[src/rtl/yield_collector.sv]
// Consumer end of a generator yield interface: launches the generator, masks its
// stale done, captures yielded tuples into a show-ahead FIFO and drains them downstream.
module yield_collector #(
    parameter int WIDTH = 32,
    parameter int DEPTH = 16
) (
    input  logic                        _clock,
    input  logic                        _reset_n,
    input  logic                        run,
    output logic                        gen_start,
    input  logic                        gen_valid,
    input  logic signed [WIDTH-1:0]     gen_out0,
    input  logic signed [WIDTH-1:0]     gen_out1,
    input  logic                        gen_done,
    output logic                        rd_valid,
    input  logic                        rd_ready,
    output logic signed [WIDTH-1:0]     rd_data0,
    output logic signed [WIDTH-1:0]     rd_data1,
    output logic [$clog2(DEPTH):0]      count,
    output logic                        busy,
    output logic                        complete,
    output logic                        overflow
);

    localparam int PTR_W = $clog2(DEPTH);
    localparam int CNT_W = PTR_W + 1;

    typedef enum logic [1:0] {
        IDLE,
        START,
        SETTLE,
        COLLECT
    } state_t;

    state_t state;
    state_t state_next;

    logic launch;
    logic collecting;
    logic finish;
    logic push;
    logic pop;
    logic full;
    logic accept;
    logic drop;

    logic [PTR_W-1:0] wr_ptr;
    logic [PTR_W-1:0] rd_ptr;

    logic signed [WIDTH-1:0] mem0 [DEPTH];
    logic signed [WIDTH-1:0] mem1 [DEPTH];

    always_ff @(posedge _clock or negedge _reset_n) begin
        if (!_reset_n) begin
            state <= IDLE;
        end else begin
            state <= state_next;
        end
    end

    // SETTLE exists only to ignore the generator's done/valid, which may still be
    // stale from the previous run for one cycle after the start pulse.
    always_comb begin
        state_next = state;
        gen_start  = 1'b0;
        busy       = 1'b1;
        launch     = 1'b0;
        collecting = 1'b0;
        finish     = 1'b0;
        case (state)
            IDLE: begin
                busy = 1'b0;
                if (run) begin
                    launch     = 1'b1;
                    state_next = START;
                end
            end
            START: begin
                gen_start  = 1'b1;
                state_next = SETTLE;
            end
            SETTLE: begin
                state_next = COLLECT;
            end
            COLLECT: begin
                collecting = 1'b1;
                if (gen_done) begin
                    finish     = 1'b1;
                    state_next = IDLE;
                end
            end
            default: begin
                state_next = IDLE;
            end
        endcase
    end

    assign full     = (count == CNT_W'(DEPTH));
    assign rd_valid = (count != '0);
    assign pop      = rd_valid && rd_ready;
    assign push     = collecting && gen_valid;
    // A same-cycle pop frees the slot, so a push into a full FIFO still lands.
    assign accept   = push && (!full || pop);
    assign drop     = push && full && !pop;

    always_ff @(posedge _clock or negedge _reset_n) begin
        if (!_reset_n) begin
            wr_ptr <= '0;
            rd_ptr <= '0;
            count  <= '0;
        end else if (launch) begin
            wr_ptr <= '0;
            rd_ptr <= '0;
            count  <= '0;
        end else begin
            if (accept) begin
                wr_ptr <= wr_ptr + PTR_W'(1);
            end
            if (pop) begin
                rd_ptr <= rd_ptr + PTR_W'(1);
            end
            case ({accept, pop})
                2'b10:   count <= count + CNT_W'(1);
                2'b01:   count <= count - CNT_W'(1);
                default: count <= count;
            endcase
        end
    end

    always_ff @(posedge _clock or negedge _reset_n) begin
        if (!_reset_n) begin
            complete <= 1'b0;
            overflow <= 1'b0;
        end else if (launch) begin
            complete <= 1'b0;
            overflow <= 1'b0;
        end else begin
            if (finish) begin
                complete <= 1'b1;
            end
            if (drop) begin
                overflow <= 1'b1;
            end
        end
    end

    // Storage is data only and carries no reset; the head is masked while empty.
    always_ff @(posedge _clock) begin
        if (accept) begin
            mem0[wr_ptr] <= gen_out0;
            mem1[wr_ptr] <= gen_out1;
        end
    end

    assign rd_data0 = rd_valid ? mem0[rd_ptr] : '0;
    assign rd_data1 = rd_valid ? mem1[rd_ptr] : '0;

endmodule
[config.mk]
export PLATFORM = sky130hd
export DESIGN_NAME = yield_collector
export DESIGN_NICKNAME = d
export VERILOG_FILES = /design/src/rtl/yield_collector.sv
export SDC_FILE = /design/constraint.sdc
export NUM_CORES = 1
export LEC_CHECK = 0
export BUFFER_PORTS_ARGS = -buffer_cell sky130_fd_sc_hd__buf_2
export CORE_ASPECT_RATIO = 1.2
export CORE_UTILIZATION = 35
export DETAILED_ROUTE_END_ITERATION = 16
export SLEW_MARGIN = 30
export SYNTH_ARGS = -nofsm -noshare
export SYNTH_HDL_FRONTEND = slang
export SYNTH_SLANG_ARGS = --single-unit
[constraint.sdc]
create_clock -name _clock -period 10.93 [get_ports _clock]
set_clock_uncertainty 0.05 [all_clocks]
set_input_delay 3.279 -clock _clock [delete_from_list [all_inputs] [get_ports _clock]]
set_output_delay 3.279 -clock _clock [all_outputs]
set_load 0.01 [all_outputs]
# Word-level counts from Yosys, hierarchy flattened
# Memory sizes are Yosys's and may differ from the RTL's.
# Cells that the tools add are included.
# word_totals
mem_bits_rw,1024
register_bits,17
memories,2
output_inout_bits,74
inputBits,70
elab_cells,60
# mem_list
name,words,word_bits,rd,rd_ports_with_merged_regs,write_ports,line_no,text
mem0,16,32,1,0,1,50,logic signed [WIDTH-1:0] mem0 [DEPTH];
mem1,16,32,1,0,1,51,logic signed [WIDTH-1:0] mem1 [DEPTH];
# classes
n_mux,24
reduce_logical,16
eq_ne,8
addsub,4
# op_table
cell,n
$mux W32,2
$mux W4,4
$mux W1,13
$pmux W5 S2,1
$add A4 B1 Y4 const B,2
$pmux W2 S4,1
$reduce_bool A2 Y1,4
$eq A2 B2 Y1 const B,3
$add A5 B1 Y5 const B,1
$eq A5 B5 Y1 const B,1
$logic_and A1 B1 Y1,5
$mux W5,1
$reduce_bool A5 Y1,1
$sub A5 B1 Y5 const B,1
$eq A2 B1 Y1 const B,2
$mux W2,2
$ne A2 B2 Y1 const B,2
$reduce_bool A3 Y1,1
$logic_not A1 Y1,2
$logic_not A2 Y1,1
$reduce_and A2 Y1,1
$logic_or A1 B1 Y1,1

# Depth between registers and ports, before layout
# logic_depth
depth_word,7
mapped_depth,10
depth_no_buf,9

# Worst setup path after synthesis
# No wires, ideal clock.
# synth_timing
path_kind,input to register
from,input rd_ready
to,"memory mem0[2][0], enable pin"
stages,4
setup_ps,644
setup_slack_ps,518
arrival_time_ps,9718
t_required_ps,10236
n_path_buf,1
cell_sequence,nor2b_1 a21o_1 buf_2 nor4_1
# synth_via
elab_chain_cells,5
# synth_rtl
element,line_no,text
from (decl),16,"input logic rd_ready,"
$logic_and A1 B1 Y1,100,assign pop = rd_valid && rd_ready;
$logic_or A1 B1 Y1,103,assign accept = push && (!full || pop);
$logic_and A1 B1 Y1,103,
$mux W1,149,if (accept) begin
$mux W1 (implied by the code),150,mem0[wr_ptr] <= gen_out0;
to (decl),50,
# Every way passes these cells.

# Final worst setup path
# layout_timing
from,register rd_ptr[3]
to,output rd_data0[13]
# layout_via
elab_chain_cells,2
# layout_rtl
element,line_no,text
from (decl),48,logic [PTR_W-1:0] rd_ptr;
from (signal assigned),120,rd_ptr <= rd_ptr + PTR_W'(1);
$mem_v2 Z16 W32,n/a,
$mux W32,155,assign rd_data0 = rd_valid ? mem0[rd_ptr] : '0;
to (decl),17,"output logic signed [WIDTH-1:0] rd_data0,"
# Every way passes these cells.

==> results.md <==
- Status: finished clean
- Syn_area_per_cell: 22.7 sq um
- Psw: 3220 uW
- Final Non-Filler Cells: 3548
- Top-count cell post-synth: edfxtp_1
- Worst-case reg-to-reg path depth: 7
- TritonRoute pass-1 iters: 5
- DRT antenna net count: 0
- Switching Fraction: 0.291
- Fraction of registers with async set/reset: 0.0163
- Die ar.: 116000 sq um
- Global route overflow: 0
- Max rail drop VDD: 0.135 mV
- Critical register-to-register path startpoint: state[1]$_DFFE_PN0P_
- # IOs: 144
- Std-Cell Rows: 135
- XOR/XNOR Fraction of Synth Area: 0.00109
- DRT iter0 DRCs: 1491
- Worst EP arrival: 3.88 ns
- Worst Max-Slew Pin Slew: 0.999 ns
- Worst endpoint required time: 7.60 ns
- CTS tree: built
- Clock Power Share: 0.304
- Slew Viols, Final: 0
- Max-slew headroom: 0.334
- Family with the most delay on the worst path: buffers and inverters
- Post-route DRC: 0
- Crit Path Max Fanout: 55
- Register area: 31200 sq um
- Pwr/cell area: 240 nW/um^2
- Critical-path cell list: buf_12, buf_4, mux4_2, mux2i_1, a211oi_1, buf_2
- Adder-Cell Fraction of Synth Area: 0.00342
- Layout cell share with drive strength beyond 1: 0.291
- Leak pwr: 0.0142 uW
- Main combinational cell family by area after synthesis: multiplexers
- FMAX: 0.139 GHz
- Worst-case hold path end point: complete$_DFFE_PN0P_
- Synth area leaders: edfxtp_1, mux4_2, a211oi_1, mux2i_1, dfrtp_1
- Post-synth EDFFs: 1024
- Combinational power share: 0.274
- Top cells by count, synth: edfxtp_1, mux4_2, a211oi_1
- WL final: 90.0 mm
- Worst hold path depth: 2
- Total power: 11100 uW
- Number of library cell types mapped by synthesis: 43
- PostCTS Resize Cnt: 0
- First-pass GRT wire length: 134 mm
- Die width: 312 um
- Via count: 18700
- Min-delay src: complete$_DFFE_PN0P_
- Area Overhead vs Synth: 14.4%
- Synthesis Warnings: 0
- Clock sinks: 1041
- Synth Flop Type: edfxtp_1
- Worst-path clk slew: 0.06 ns
- Critical Path Sink Type: primary output
- Initial Util: 0.355
- Initial antenna violation count: 19
- Worst setup slack after layout: 3.73 ns
- Final period util: 0.659
- Compound-Gate Fraction of Synth Area: 0.0281
- CTS H-tree depth: 3
- Mapped Area: 40200 sq um
- Final Hold Viols: 0
- Simple-Gate Fraction of Synth Area: 0.0180
- Max_cap viols: 0
- Cell count after synthesis: 1776
- DP HPWL: 46.8 mm
- Worst path bufs/invs: 3
- CP peak stage delay: 0.79 ns
- Die Y: 373 um
- Filler cells: 9972
- Worst R2R End: mem1[15][3]$_DFFE_PP_
- Post-synthesis sequential area ratio: 0.775
- PortBufs: 143
- RSZ-0062 raised after global routing: false
- Setup-failing EPs final: 0
- Reg power frac: 0.422
- Vias in the first global route: 20000
- Layout Nets: 2036
- Core area: 114000 sq um
- Number of synthesized register bits: 1041
- Hold buffers post-CTS: 0
- Routed wire per std cell: 25.4 um
- Postcts setup bufs: 0
- Placed Cells incl. Taps: 3353
- Internal: 7840 uW
- CP max-delay cell: a211oi_1
- Area of the multi-input gates: 8560 sq um
- Inserted Clock Buffers: 102
- Hold Path Class: register to register
- Critical path launch point type: register
- Vias per inst: 5.26
- Tmin final: 7.20 ns
- Reg2reg setup slack: 7.18 ns
- Yosys top cell area share: 0.764
- Clk_lat worst skew: 0.66 ns
- TNS Setup: 0 ns
- Placement Setup Slack: 4.12 ns
- Overall Global Routing Usage: 0.156
- Mapped Nets: 1857
- Maximum root-to-sink buffer count: 3
- Pin count of the biggest net entering global routing: 127
- Largest area contributor in the netlist: edfxtp_1
- Post-synthesis mux area share: 0.160
- CP Class: register to primary output
- Root Buffer: clkbuf_16
- Gp weighted congestion: 0.721
## how the worst max path moves through the flow
stage                                      from                   end  slack (ns)  depth (start not counted)
final                     rd_ptr[3]$_DFFE_PN0P_          rd_data0[13]        3.73                          6
after global routing      rd_ptr[1]$_DFFE_PN0P_          rd_data1[10]        3.45                          8
after CTS                 rd_ptr[1]$_DFFE_PN0P_           rd_data0[2]        3.39                          6
after detailed placement  rd_ptr[1]$_DFFE_PN0P_          rd_data1[10]        4.12                          6
after global placement    rd_ptr[1]$_DFFE_PN0P_          rd_data1[10]        4.05                          6
after floorplan                        rd_ready  mem0[2][0]$_DFFE_PP_        0.52                          4
## layout by cell type, fill, tap and decap left out, types with 5 or more instances in the layout
master and count:
nand3_1 6, buf_4 24, nor2_4 5, clkbuf_16 106
mux2i_1 67, edfxtp_1 1024, a211oi_1 129, bufinv_16 7
nor2b_1 65, ha_1 11, nand2_1 9, dfrtp_1 13
clkbuf_1 29, buf_12 5, buf_6 6, a21oi_1 8
and2_4 8, clkinv_1 28, clkinv_2 13, buf_2 143
inv_1 12, nor4_2 5, mux4_2 256, nor2_1 9
## stage by stage
step / instance area [sq um] / utilization / hold slack (ns)
global placement: 42700 / 0.376 / 0.429
CTS: 45900 / 0.404 / 0.481
detailed placement: 42700 / 0.376 / 0.471
finish: 46000 / 0.406 / 0.478
global route: 46000 / 0.406 / 0.505
floorplan: 40200 / - / 0.476
## registers in the layout (all words and copies together) (netlist names)
signal	cells
mem0	512
mem1	512
count	5
rd_ptr	4
wr_ptr	4
state	2
complete	1
overflow	1
## layer usage
layer / wire [um] / vias to the layer above / global-route usage
li1: - / 7901 / -
met1: 37200 / 10100 / 0.196
met2: 46200 / 443 / 0.270
met3: 4450 / 156 / 0.0294
met4: 2020 / 22 / 0.0500
met5: 139 / - / 0
## worst min-delay path, delay by kind of cell (launching register included)
family	cells	cell delay, ns
flip-flops	1	0.36
AND/OR/NAND/NOR	1	0.08
AO/OA/AOI/OAI	1	0.05
## area by class of cell
type	count	share of cell area
Sequential cell	1041	0.678
Multi-Input combinational cell	617	0.186
Clock buffer	136	0.0603
Tap cell	1507	0.0410
Timing Repair Buffer	181	0.0249
Clock inverter	52	0.00916
Inverter	12	0.000979
Antenna cell	2	0.000109
## power groups by stage
stage	Combinational (uW)	Sequential (uW)	Clock, uW
2_1_floorplan	2200	4650	0
3_3_place_gp	3020	4790	0
3_5_place_dp	3050	4800	0
4_1_cts	3060	4720	3440
5_1_grt	3290	4680	3580
6_report	3030	4660	3370
## cells by family after synthesis
| logic type | count (synthesis) |
|---|---|
| flip-flops | 1041 |
| multiplexers | 324 |
| AO/OA/AOI/OAI | 154 |
| AND/OR/NAND/NOR | 123 |
| buffers and inverters | 118 |
| adder cells (fa/ha/maj) | 11 |
| XOR/XNOR | 5 |
Note: power is estimated with default switching activity, not from simulation.
